--- src/rtl/inst_trace_buffer_pkg.sv ---
// Shared definitions for the instruction trace buffer.
// Holds the CPU bus widths, the default trace depth, the FSM state encoding
// and the packed trace entry layout used by the buffer and its storage FIFO.
package inst_trace_buffer_pkg;

    localparam int unsigned ADDR_LEN      = 32;
    localparam int unsigned DATA_LEN      = 32;
    localparam int unsigned SEQ_LEN       = 16;
    localparam int unsigned DEFAULT_DEPTH = 16;

    // Encoding is visible on the state port, so the values are fixed.
    typedef enum logic [1:0] {
        StIdle  = 2'd0,
        StArmed = 2'd1,
        StPost  = 2'd2,
        StDone  = 2'd3
    } trace_state_e;

    typedef struct packed {
        logic [ADDR_LEN-1:0] pc;
        logic [DATA_LEN-1:0] inst;
        logic [SEQ_LEN-1:0]  seq;
    } trace_entry_t;

    // Increment that sticks at all-ones instead of wrapping.
    function automatic logic [SEQ_LEN-1:0] sat_inc(input logic [SEQ_LEN-1:0] v);
        return (v == '1) ? v : v + SEQ_LEN'(1);
    endfunction

endpackage

--- src/rtl/trace_fifo.sv ---
// Circular trace storage with overwrite-on-full.
// Ports:
//   clk, rst_n        clock, asynchronous active-low reset
//   flush_i           empty the FIFO (priority over push/pop)
//   push_i, wdata_i   write an entry at the tail; when full the oldest is dropped
//   pop_i             drop the head entry (ignored when empty)
//   rdata_o           head entry (raw storage, meaningless while empty)
//   count_o           number of stored entries, 0..DEPTH
//   full_o, empty_o   count_o == DEPTH / count_o == 0
//   ovw_o             this cycle's push overwrites the oldest entry
module trace_fifo
    import inst_trace_buffer_pkg::*;
#(
    parameter int unsigned DEPTH = DEFAULT_DEPTH
) (
    input  logic                   clk,
    input  logic                   rst_n,
    input  logic                   flush_i,
    input  logic                   push_i,
    input  trace_entry_t           wdata_i,
    input  logic                   pop_i,
    output trace_entry_t           rdata_o,
    output logic [$clog2(DEPTH):0] count_o,
    output logic                   full_o,
    output logic                   empty_o,
    output logic                   ovw_o
);

    localparam int unsigned AW = $clog2(DEPTH);
    localparam int unsigned CW = AW + 1;
    localparam logic [AW-1:0] PtrOne  = AW'(1);
    localparam logic [CW-1:0] CntOne  = CW'(1);
    localparam logic [CW-1:0] CntFull = CW'(DEPTH);

    trace_entry_t  mem_q [DEPTH];
    logic [AW-1:0] head_q, head_d;
    logic [AW-1:0] tail_q, tail_d;
    logic [CW-1:0] count_q, count_d;

    assign full_o  = (count_q == CntFull);
    assign empty_o = (count_q == '0);
    assign ovw_o   = push_i & full_o & ~flush_i;
    assign count_o = count_q;
    assign rdata_o = mem_q[head_q];

    // DEPTH is a power of two, so pointers wrap by plain overflow.
    always_comb begin
        head_d  = head_q;
        tail_d  = tail_q;
        count_d = count_q;
        if (flush_i) begin
            head_d  = '0;
            tail_d  = '0;
            count_d = '0;
        end else if (push_i) begin
            tail_d = tail_q + PtrOne;
            if (full_o) begin
                head_d = head_q + PtrOne;
            end else begin
                count_d = count_q + CntOne;
            end
        end else if (pop_i && !empty_o) begin
            head_d  = head_q + PtrOne;
            count_d = count_q - CntOne;
        end
    end

    always_ff @(posedge clk or negedge rst_n) begin
        if (!rst_n) begin
            head_q  <= '0;
            tail_q  <= '0;
            count_q <= '0;
        end else begin
            head_q  <= head_d;
            tail_q  <= tail_d;
            count_q <= count_d;
        end
    end

    // Storage has no reset; contents are never visible while empty.
    always_ff @(posedge clk) begin
        if (push_i && !flush_i) begin
            mem_q[tail_q] <= wdata_i;
        end
    end

endmodule

--- src/rtl/inst_trace_buffer.sv ---
// Instruction trace buffer: records {pc, inst, seq} whenever the CPU pc changes
// while capture is armed, with an optional pc trigger followed by a fixed
// number of post-trigger entries. Entries are read out once capture stops.
// Ports:
//   clk, rst_n                   clock, asynchronous active-low reset
//   pc_in, inst_in               CPU pc and instruction register
//   arm, stop, clr               start capture / freeze / flush and idle
//   trig_en, trig_pc, post_cnt   pc trigger enable, address, post-trigger entries
//   rd_ready / rd_valid          head entry handshake (only in IDLE or DONE)
//   rd_pc, rd_inst, rd_seq       head entry, zero when rd_valid is low
//   count, full, empty           FIFO occupancy
//   triggered, ovw_cnt, state    trigger seen, overwritten entries, FSM state
module inst_trace_buffer
    import inst_trace_buffer_pkg::*;
#(
    parameter int unsigned DEPTH = DEFAULT_DEPTH
) (
    input  logic                   clk,
    input  logic                   rst_n,
    input  logic [ADDR_LEN-1:0]    pc_in,
    input  logic [DATA_LEN-1:0]    inst_in,
    input  logic                   arm,
    input  logic                   stop,
    input  logic                   clr,
    input  logic                   trig_en,
    input  logic [ADDR_LEN-1:0]    trig_pc,
    input  logic [7:0]             post_cnt,
    input  logic                   rd_ready,
    output logic                   rd_valid,
    output logic [ADDR_LEN-1:0]    rd_pc,
    output logic [DATA_LEN-1:0]    rd_inst,
    output logic [SEQ_LEN-1:0]     rd_seq,
    output logic [$clog2(DEPTH):0] count,
    output logic                   full,
    output logic                   empty,
    output logic                   triggered,
    output logic [SEQ_LEN-1:0]     ovw_cnt,
    output logic [1:0]             state
);

    trace_state_e        state_q, state_d;
    logic [ADDR_LEN-1:0] pc_q;
    logic [SEQ_LEN-1:0]  seq_q, seq_d;
    logic [SEQ_LEN-1:0]  ovw_q, ovw_d;
    logic                trig_q, trig_d;
    logic [7:0]          remain_q, remain_d;

    logic         capturing;
    logic         event_hit;
    logic         fifo_push;
    logic         fifo_pop;
    logic         fifo_flush;
    logic         fifo_ovw;
    logic         fifo_empty;
    trace_entry_t fifo_wdata;
    trace_entry_t fifo_rdata;

    assign capturing  = (state_q == StArmed) || (state_q == StPost);
    assign event_hit  = capturing && (pc_in != pc_q);
    assign fifo_push  = event_hit && !clr;
    assign fifo_wdata = '{pc: pc_in, inst: inst_in, seq: seq_q};

    // Reading is only allowed while not capturing, so push and pop never overlap.
    assign rd_valid = !fifo_empty && !capturing;
    assign fifo_pop = rd_valid && rd_ready;
    assign rd_pc    = rd_valid ? fifo_rdata.pc   : '0;
    assign rd_inst  = rd_valid ? fifo_rdata.inst : '0;
    assign rd_seq   = rd_valid ? fifo_rdata.seq  : '0;

    assign empty     = fifo_empty;
    assign triggered = trig_q;
    assign ovw_cnt   = ovw_q;
    assign state     = state_q;

    always_comb begin
        state_d    = state_q;
        seq_d      = seq_q;
        ovw_d      = ovw_q;
        trig_d     = trig_q;
        remain_d   = remain_q;
        fifo_flush = 1'b0;
        if (clr) begin
            state_d    = StIdle;
            fifo_flush = 1'b1;
            seq_d      = '0;
            ovw_d      = '0;
            trig_d     = 1'b0;
            remain_d   = '0;
        end else begin
            case (state_q)
                StIdle, StDone: begin
                    if (arm) begin
                        state_d    = StArmed;
                        fifo_flush = 1'b1;
                        seq_d      = '0;
                        ovw_d      = '0;
                        trig_d     = 1'b0;
                        remain_d   = post_cnt;
                    end
                end
                StArmed: begin
                    if (event_hit && trig_en && (pc_in == trig_pc)) begin
                        trig_d  = 1'b1;
                        state_d = (remain_q == 8'd0) ? StDone : StPost;
                    end
                    if (stop) begin
                        state_d = StDone;
                    end
                end
                StPost: begin
                    if (event_hit) begin
                        remain_d = remain_q - 8'd1;
                        if (remain_q == 8'd1) begin
                            state_d = StDone;
                        end
                    end
                    if (stop) begin
                        state_d = StDone;
                    end
                end
                default: state_d = StIdle;
            endcase
            if (event_hit) begin
                seq_d = seq_q + SEQ_LEN'(1);
                if (fifo_ovw) begin
                    ovw_d = sat_inc(ovw_q);
                end
            end
        end
    end

    always_ff @(posedge clk or negedge rst_n) begin
        if (!rst_n) begin
            state_q  <= StIdle;
            pc_q     <= '0;
            seq_q    <= '0;
            ovw_q    <= '0;
            trig_q   <= 1'b0;
            remain_q <= '0;
        end else begin
            state_q  <= state_d;
            pc_q     <= pc_in;
            seq_q    <= seq_d;
            ovw_q    <= ovw_d;
            trig_q   <= trig_d;
            remain_q <= remain_d;
        end
    end

    trace_fifo #(
        .DEPTH (DEPTH)
    ) u_trace_fifo (
        .clk     (clk),
        .rst_n   (rst_n),
        .flush_i (fifo_flush),
        .push_i  (fifo_push),
        .wdata_i (fifo_wdata),
        .pop_i   (fifo_pop),
        .rdata_o (fifo_rdata),
        .count_o (count),
        .full_o  (full),
        .empty_o (fifo_empty),
        .ovw_o   (fifo_ovw)
    );

endmodule

--- config.mk ---
export PLATFORM = sky130hd
export DESIGN_NAME = inst_trace_buffer
export DESIGN_NICKNAME = d
export VERILOG_FILES = /design/src/rtl/inst_trace_buffer_pkg.sv /design/src/rtl/trace_fifo.sv /design/src/rtl/inst_trace_buffer.sv
export SDC_FILE = /design/constraint.sdc
export NUM_CORES = 1
export LEC_CHECK = 0
export BUFFER_PORTS_ARGS = -buffer_cell sky130_fd_sc_hd__clkbuf_2
export CAP_MARGIN = 20
export CORE_ASPECT_RATIO = 0.8
export CORE_MARGIN = 10
export CORE_UTILIZATION = 30
export CTS_CLUSTER_SIZE = 40
export DETAILED_ROUTE_END_ITERATION = 6
export SKIP_LAST_GASP = 1
export SYNTH_ARGS = -nofsm -noshare
export SYNTH_HDL_FRONTEND = slang
export SYNTH_SLANG_ARGS = --single-unit
--- constraint.sdc ---
create_clock -name clk -period 9.76 [get_ports clk]
set_input_delay 0.488 -clock clk [delete_from_list [all_inputs] [get_ports clk]]
set_output_delay 0.488 -clock clk [all_outputs]
set_load 0.01 [all_outputs]
==> results of run 1 <==
-- layout make-up --
type,instances,area [sq um]
clock inverters,81,961
inverters,19,76.3
diodes,5,12.5
multi-input cells,889,12200
clock buffers,179,3750
repair buffers,269,1560
fillers,16275,115000
well taps,2380,2980
flip-flops and latches,1368,40700
-- worst max-delay path by stage --
stage | startpoint | to | slack [ns] | cells past startpoint
5_1_grt | u_trace_fifo.head_q[0]$_DFFE_PN0P_ | rd_inst[7] | 4.10 | 6
3_3_place_gp | pc_in[28] | u_trace_fifo.mem_q[9][38]$_DFFE_PP_ | 4.97 | 10
3_5_place_dp | pc_in[28] | u_trace_fifo.mem_q[8][39]$_DFFE_PP_ | 4.90 | 10
6_report | u_trace_fifo.head_q[0]$_DFFE_PN0P_ | rd_inst[15] | 4.55 | 6
4_1_cts | u_trace_fifo.head_q[0]$_DFFE_PN0P_ | rd_seq[12] | 4.33 | 6
2_1_floorplan | state[0]$_DFFE_PN0P_ | u_trace_fifo.mem_q[0][0]$_DFFE_PP_ | -0.28 | 10
-- synth_stat cells (9+ instances only) --
cell type / n
inv_1: 16
o21ai_0: 44
buf_2: 31
o31ai_1: 9
nor3_1: 11
nor4_1: 22
mux4_2: 400
clkbuf_1: 76
a31oi_1: 10
nand3_1: 15
nand4_1: 13
nor2_1: 42
edfxtp_1: 1280
and2_1: 87
and3_1: 14
xor2_1: 64
a21oi_1: 20
ha_1: 16
dfrtp_1: 88
nand2_1: 57
-- metrics by stage --
step,setup TNS [ns],instances
3_5_place_dp,0,4920
6_report,0,5190
2_1_floorplan,-89.65,2393
5_1_grt,0,5186
4_1_cts,0,5184
3_3_place_gp,0,4919
-- sequential cells by signal, indices dropped and copies added, names as in the netlist, 2 cells and up --
register	count
u_trace_fifo.count_o	5
seq_q	16
ovw_cnt	16
u_trace_fifo.mem_q	1280
state	2
u_trace_fifo.tail_q	4
remain_q	8
u_trace_fifo.head_q	4
pc_q	32
-- logic make-up after synthesis --
logic type                 Yosys count  share of synthesized area
DFF                               1368                      0.762
muxes                              405                      0.170
and+or+nand+nor                    276                     0.0274
buffers and inverters              136                     0.0107
AOI/OAI and AO/OA                  121                     0.0141
xor gates and xnor gates            70                     0.0115
adders and majority gates           17                    0.00413
-- power groups by stage --
stage,combinational [mW],clock [mW],sequential [mW]
final,3.71,5.38,6.83
after global routing,4.02,5.74,6.85
after CTS,3.83,5.51,6.83
after detailed placement,3.82,0,6.95
after global placement,3.82,0,6.95
after floorplan,2.49,0,6.85
-- layer usage --
layer | up-vias | GRT usage | routed length [microns]
met1 | 13630 | 0.188 | 59200
met2 | 737 | 0.197 | 59300
met4 | 14 | 0.0316 | 2530
li1 | 10639 | - | -
met5 | - | 0 | 88
met3 | 183 | 0.0292 | 7910
-- what timing repair did --
action / 4_1_cts / 5_1_grt
hold buffers: 4 / 0
setup endpoints to repair: 0 / 0
endpoints found under the hold margin: 58 / 0
setup buffers: 0 / 0
-- layout by cell type, fill, tap and decap left out, types with 6 or more instances in the layout --
cell type  count
edfxtp_1    1280
mux4_2       400
clkbuf_2     216
clkbuf_16    143
dfrtp_1       84
and2_1        83
xor2_1        64
nand2_1       57
o21ai_0       44
buf_4         44
nor2_1        37
clkbuf_1      32
clkinv_1      26
clkinv_2      23
a21oi_1       19
nor4_1        18
inv_1         16
ha_1          16
nand3_1       15
nand4_1       13
nor3_1        11
clkinv_16     11
and3_1        10
a31oi_1       10
o31ai_1        9
bufinv_16      9
xnor2_1        6
==> metrics.md, run 1 <==
| Metric | Value |
|---|---|
| Status | finished, final reports clean |
| RSZ-0062 raised after global routing | no |
| Synth area leaders | edfxtp_1 72%, mux4_2 17%, dfrtp_1 4.1%, xor2_1 1.1%, and2_1 1.0% |
| Critical Path AT | 4.72 ns |
| Final Max Tran Viols | 0 |
| Total track usage | 0.129 |
| Post-layout util | 0.352 |
| Critical Path Slowest Stage Cell | dfrtp_4 |
| Share of cells above drive strength 1 | 0.320 |
| Mean post-synth cell area | 22.3 sq um |
| Leak | 19.6 nW |
| Most frequent CP cell | mux4_2 |
| Pin count of the biggest net entering global routing | 148 |
| Setup Crit Path Kind | reg2out |
| Critical hold path startpoint | pc_in[23] |
| Maximum VDD drop | 0.231 mV |
| CTS resizes | 0 |
| DRC | 0 |
| Primary FF master, synth | edfxtp_1 |
| DPL Wire Length | 72.7 mm |
| Reg2reg path depth | 9 |
| Distinct cells, synth | 53 |
| I/O Buffers | 217 |
| Place WS | 4.90 ns |
| CORE AREA | 177000 sq um |
| Worst Tran Pin Value | 1.13 ns |
| Cells after Synth | 2393 |
| Clock transition at the registers of the reported paths | 0.06 ns |
| Post-synth EDFFs | 1280 |
| Syn nets | 2521 |
| Switch Pwr | 4.53 mW |
| First-pass DRT Iterations | 5 |
| Die Ht | 397 microns |
| Final Power | 15.9 mW |
| Tcrit/Tclk final | 0.533 |
| Worst-path fanout max | 74 |
| Critical Path Max Stage Delay | 1.07 ns |
| WHS | 0.0717 ns |
| Drt total wl | 129 mm |
| Max frequency | 192 MHz |
| Final setup margin | 4.55 ns |
| Antenna viol nets, final | 0 |
| Antenna violations before repair | 15 |
| Worst reg2reg endpoint | u_trace_fifo.mem_q[8][27]$_DFFE_PP_ |
| Fin crit period | 5.21 ns |
| Max-cap violations | 0 |
| Crit path max-delay family | buffers and inverters |
| Fin. Hold Viols | 0 |
| DIE AREA | 195000 sq um |
| Syn-to-layout area delta | 16.7% |
| Synthesized cell area | 53300 sq um |
| Number of cell rows | 138 |
| Reg2reg setup slack | 5.30 ns |
| Per-cell routed wire length | 24.9 microns |
| Initial Util | 0.302 |
| Hold endpoint | pc_q[23]$_DFF_PN0_ |
| I/O pins | 218 |
| HP Class | in2reg |
| Post-synthesis sequential area ratio | 0.762 |
| Vias per inst | 4.86 |
| Longest Clk Path Bufs | 3 |
| Yosys top cell area share | 0.721 |
| CTS H-tree lvls | 4 |
| Asr flop ratio synth | 0.0643 |
| Comb pwr share | 0.233 |
| Synth area leader | edfxtp_1 |
| RePlAce Congestion | 0.727 |
| Seq pwr share | 0.429 |
| First-pass GRT wire length | 188 mm |
| Vias | 25203 |
| Final setup violation count | 0 |
| CTS tree | built |
| CP Launch Type | flop |
| DR iter-0 viols | 2685 |
| Grt total ovfl | 0 |
| Worst Skew | 0.0677 ns |
| Root Buffer | clkbuf_16 |
| Power density cells | 256 nW/um^2 |
| Synthesis Warnings | 0 |
| Crit path capture type | output pin |
| Clk_lat worst skew | 0.79 ns |
| Sw frac | 0.285 |
| Yosys reg bits | 1368 |
| CP Cell Sequence | buf_4 -> buf_12 -> mux4_2 -> mux4_2 -> and2_1 -> clkbuf_2 |
| Worst reg2reg path startpoint | state[0]$_DFFE_PN0P_ |
| Number of cells on the worst hold path | 2 |
| Final-stage net count | 2818 |
| Die X | 491 microns |
| CP required | 9.27 ns |
| Buf+Inv Stages, Crit Path | 3 |
| Clk sinks | 1368 |
| Vias in the first global route | 25847 |
| Placed Area | 57400 sq um |
| CTS Buf Count | 143 |
| Design Area, Final | 62200 sq um |
| Clk pwr share | 0.338 |
| Internal | 11.4 mW |
| Worst slew margin | 0.249 |
Power figures use the tool's default switching activity.
==> inputs of run 2 (changes only) <==
==> constraint.sdc (replaced) <==
create_clock -name clk -period 5.1 [get_ports clk]
set_input_delay 0.255 -clock clk [delete_from_list [all_inputs] [get_ports clk]]
set_output_delay 0.255 -clock clk [all_outputs]
set_load 0.01 [all_outputs]
==> metrics.md, run 2 (same netlist as run 1, synthesis figures left out) <==
| Metric | Value |
|---|---|
| CTS Buf Count | 131 (-8.4%) |
| Place WS | 0.749 ns (-4.15 ns) |
| CP required | 5.47 ns (-3.80 ns) |
| Critical Path Slowest Stage Cell | and2_4 |
| First-pass GRT wire length | 193 mm (+2.7%) |
| Post-CTS setup buffers | 0 (unchanged) |
| Max FFs per register | 1280 (unchanged) |
| HP Class | in2reg |
| Worst reg2reg endpoint | u_trace_fifo.mem_q[7][56]$_DFFE_PP_ |
| CP Cell Sequence | xor2_1 -> nor4_1 -> nand4_1 -> o21a_1 -> buf_4 -> nand2_1 -> nor2_1 -> and2_4 -> buf_4 |
| Status | finished, final reports clean |
| Max frequency | 233 MHz |
| Root Buffer | clkbuf_16 |
| Tcrit/Tclk final | 0.843 |
| First-pass DRT Iterations | 5 (unchanged) |
| Crit path capture type | flop |
| Biggest register | u_trace_fifo.mem_q |
| Commonest cells after routing, fill and taps aside | 1280 x edfxtp_1, 400 x mux4_2, 216 x clkbuf_2, 136 x clkbuf_16 |
| Number of cell rows | 138 (unchanged) |
| Antenna violations before repair | 16 (+1) |
| Total track usage | 0.133 (+0.00412) |
| Design Area, Final | 63000 sq um (+1.3%) |
| Final TNS setup | 0 ns (unchanged) |
| Longest Clk Path Bufs | 3 (unchanged) |
| Fin. Hold Viols | 0 (unchanged) |
| Drt total wl | 133 mm (+2.7%) |
| Final-stage net count | 2917 (+3.5%) |
| Buf+Inv Stages, Crit Path | 2 (-1) |
| Max-cap violations | 0 (unchanged) |
| Worst-path fanout max | 43 (-42%) |
| Power density cells | 480 nW/um^2 (+88%) |
| Critical Path Max Stage Delay | 0.80 ns (-0.27 ns) |
| CORE AREA | 177000 sq um (unchanged) |
| CP endpoint | u_trace_fifo.mem_q[7][56]$_DFFE_PP_ |
| Grt total ovfl | 0 (unchanged) |
| Fin crit period | 4.30 ns |
| Initial Util | 0.302 (unchanged) |
| Final Max Tran Viols | 0 (unchanged) |
| Crit path max-delay family | simple AND/OR/NAND/NOR gates |
| Per-cell routed wire length | 25.1 microns (+0.94%) |
| Share of cells above drive strength 1 | 0.314 (-0.00593) |
| RePlAce Congestion | 0.748 (+2.8%) |
| Clk_lat worst skew | 0.74 ns (-0.05 ns) |
| CTS H-tree lvls | 4 (unchanged) |
| Syn-to-layout area delta | 18.1% |
| Reg2reg setup slack | 0.80 ns (-4.50 ns) |
| Critical Path Source | pc_q[7]$_DFF_PN0_ |
| I/O pins | 218 (unchanged) |
| Vias in the first global route | 26588 (+2.9%) |
| Worst Skew | 0.0229 ns (-0.0447 ns) |
| Setup Crit Path Kind | reg2reg |
| Final setup violation count | 0 (unchanged) |
| WHS | 0.0872 ns (+0.0155 ns) |
| CTS tree | built |
| RSZ-0062 raised after global routing | no |
| Worst Tran Pin Value | 1.10 ns (-0.0278 ns) |
| DRC | 0 (unchanged) |
| DIE AREA | 195000 sq um (unchanged) |
| Clk sinks | 1368 (unchanged) |
| DR iter-0 viols | 2557 (-4.8%) |
| Pin count of the biggest net entering global routing | 72 (-51%) |
| Worst reg2reg path startpoint | pc_q[7]$_DFF_PN0_ |
| I/O Buffers | 217 (unchanged) |
| CP Launch Type | flop |
| Post-Place Cells | 4952 (+0.65%) |
| Vias per inst | 4.88 (+0.40%) |
| Final setup margin | 0.802 ns (-3.75 ns) |
| Commonest non-fill, non-tap cell in the layout | edfxtp_1 |
| CTS resizes | 0 (unchanged) |
| Leak | 20.0 nW (+1.8%) |
| Antenna viol nets, final | 0 (unchanged) |
| Clock transition at the registers of the reported paths | 0.06 ns (about the same) |
| Cell count along the critical path | 9 (+3) |
| Worst slew margin | 0.268 (+0.0185) |
| Maximum VDD drop | 0.264 mV (+14%) |
| DPL Wire Length | 78.6 mm (+8.1%) |
| Most frequent CP cell | buf_4 |
| Reg2reg path depth | 9 (unchanged) |
| Die Ht | 397 microns (unchanged) |
| Die X | 491 microns (unchanged) |
| Placed Area | 57800 sq um (+0.66%) |
| Largest regs | u_trace_fifo.mem_q: 1280 flops, pc_q: 32 flops |
| Vias | 25747 (+2.2%) |
| Critical Path AT | 4.66 ns (-0.06 ns) |
| Final Non-Filler Cells | 5281 (+1.8%) |
[run 2: cell types whose count changed in the layout (fill, tap and decap cells not counted), moves of 5 or more]
| cell | change |
|---|---|
| dlygate4sd3_1 | +80 |
| buf_4 | +23 |
| clkinv_16 | -11 |
| buf_12 | +9 |
| clkinv_2 | -9 |
| clkbuf_16 | -7 |
| bufinv_16 | +5 |
[run 2: timing repair]
action,in CTS,in global routing
endpoints found under the setup margin,0,0
hold endpoints to repair,750,0
hold buffers,84,0
[run 2: cell type report]
class	instances	area, sq um
sequential	1368	40700
clock inverter	65	752
timing repair buffer	380	2690
fill	16240	114000
inverter	19	76.3
clock buffer	172	3580
multi-input combinational	889	12200
antenna	8	20.0
tap	2380	2980
[run 2: power breakdown]
group / internal, mW / switching, mW
combinational: 3.43 / 3.94
sequential: 12.7 / 0.320
clock: 5.68 / 4.16
[run 2: how the worst min path moves through the flow]
stage                from  depth (start not counted)                 endpoint
global route          arm                          3     state[1]$_DFFE_PN0P_
global placement    rst_n                          1  remain_q[5]$_DFFE_PN0P_
finish                arm                          3     state[1]$_DFFE_PN0P_
floorplan           rst_n                          0   ovw_cnt[0]$_DFFE_PN0P_
CTS                   arm                          3     state[1]$_DFFE_PN0P_
detailed placement  rst_n                          1  remain_q[5]$_DFFE_PN0P_
[run 2: routing by layer]
layer	track usage	vias up	part of all wire
met5	0	-	0.00017
met4	0.0309	4	0.016
met3	0.0323	151	0.066
met2	0.210	839	0.48
met1	0.188	13886	0.44
li1	-	10867	-
[run 2: worst reg2reg max path: cells and delay by family, from the launching register on]
kind	cells	cell delay [ns]
flip-flops	1	0.37
XOR/XNOR	1	0.40
AND/OR/NAND/NOR	5	1.84
buffers and inverters	2	0.98
AO/OA/AOI/OAI	1	0.29
[run 2: stage by stage]
stage                     utilization  total power, mW
after floorplan                     -             17.8
after global placement          0.327             20.7
after detailed placement        0.327             20.8
after CTS                       0.356             30.7
after global routing            0.356             31.6
final                           0.356             30.2
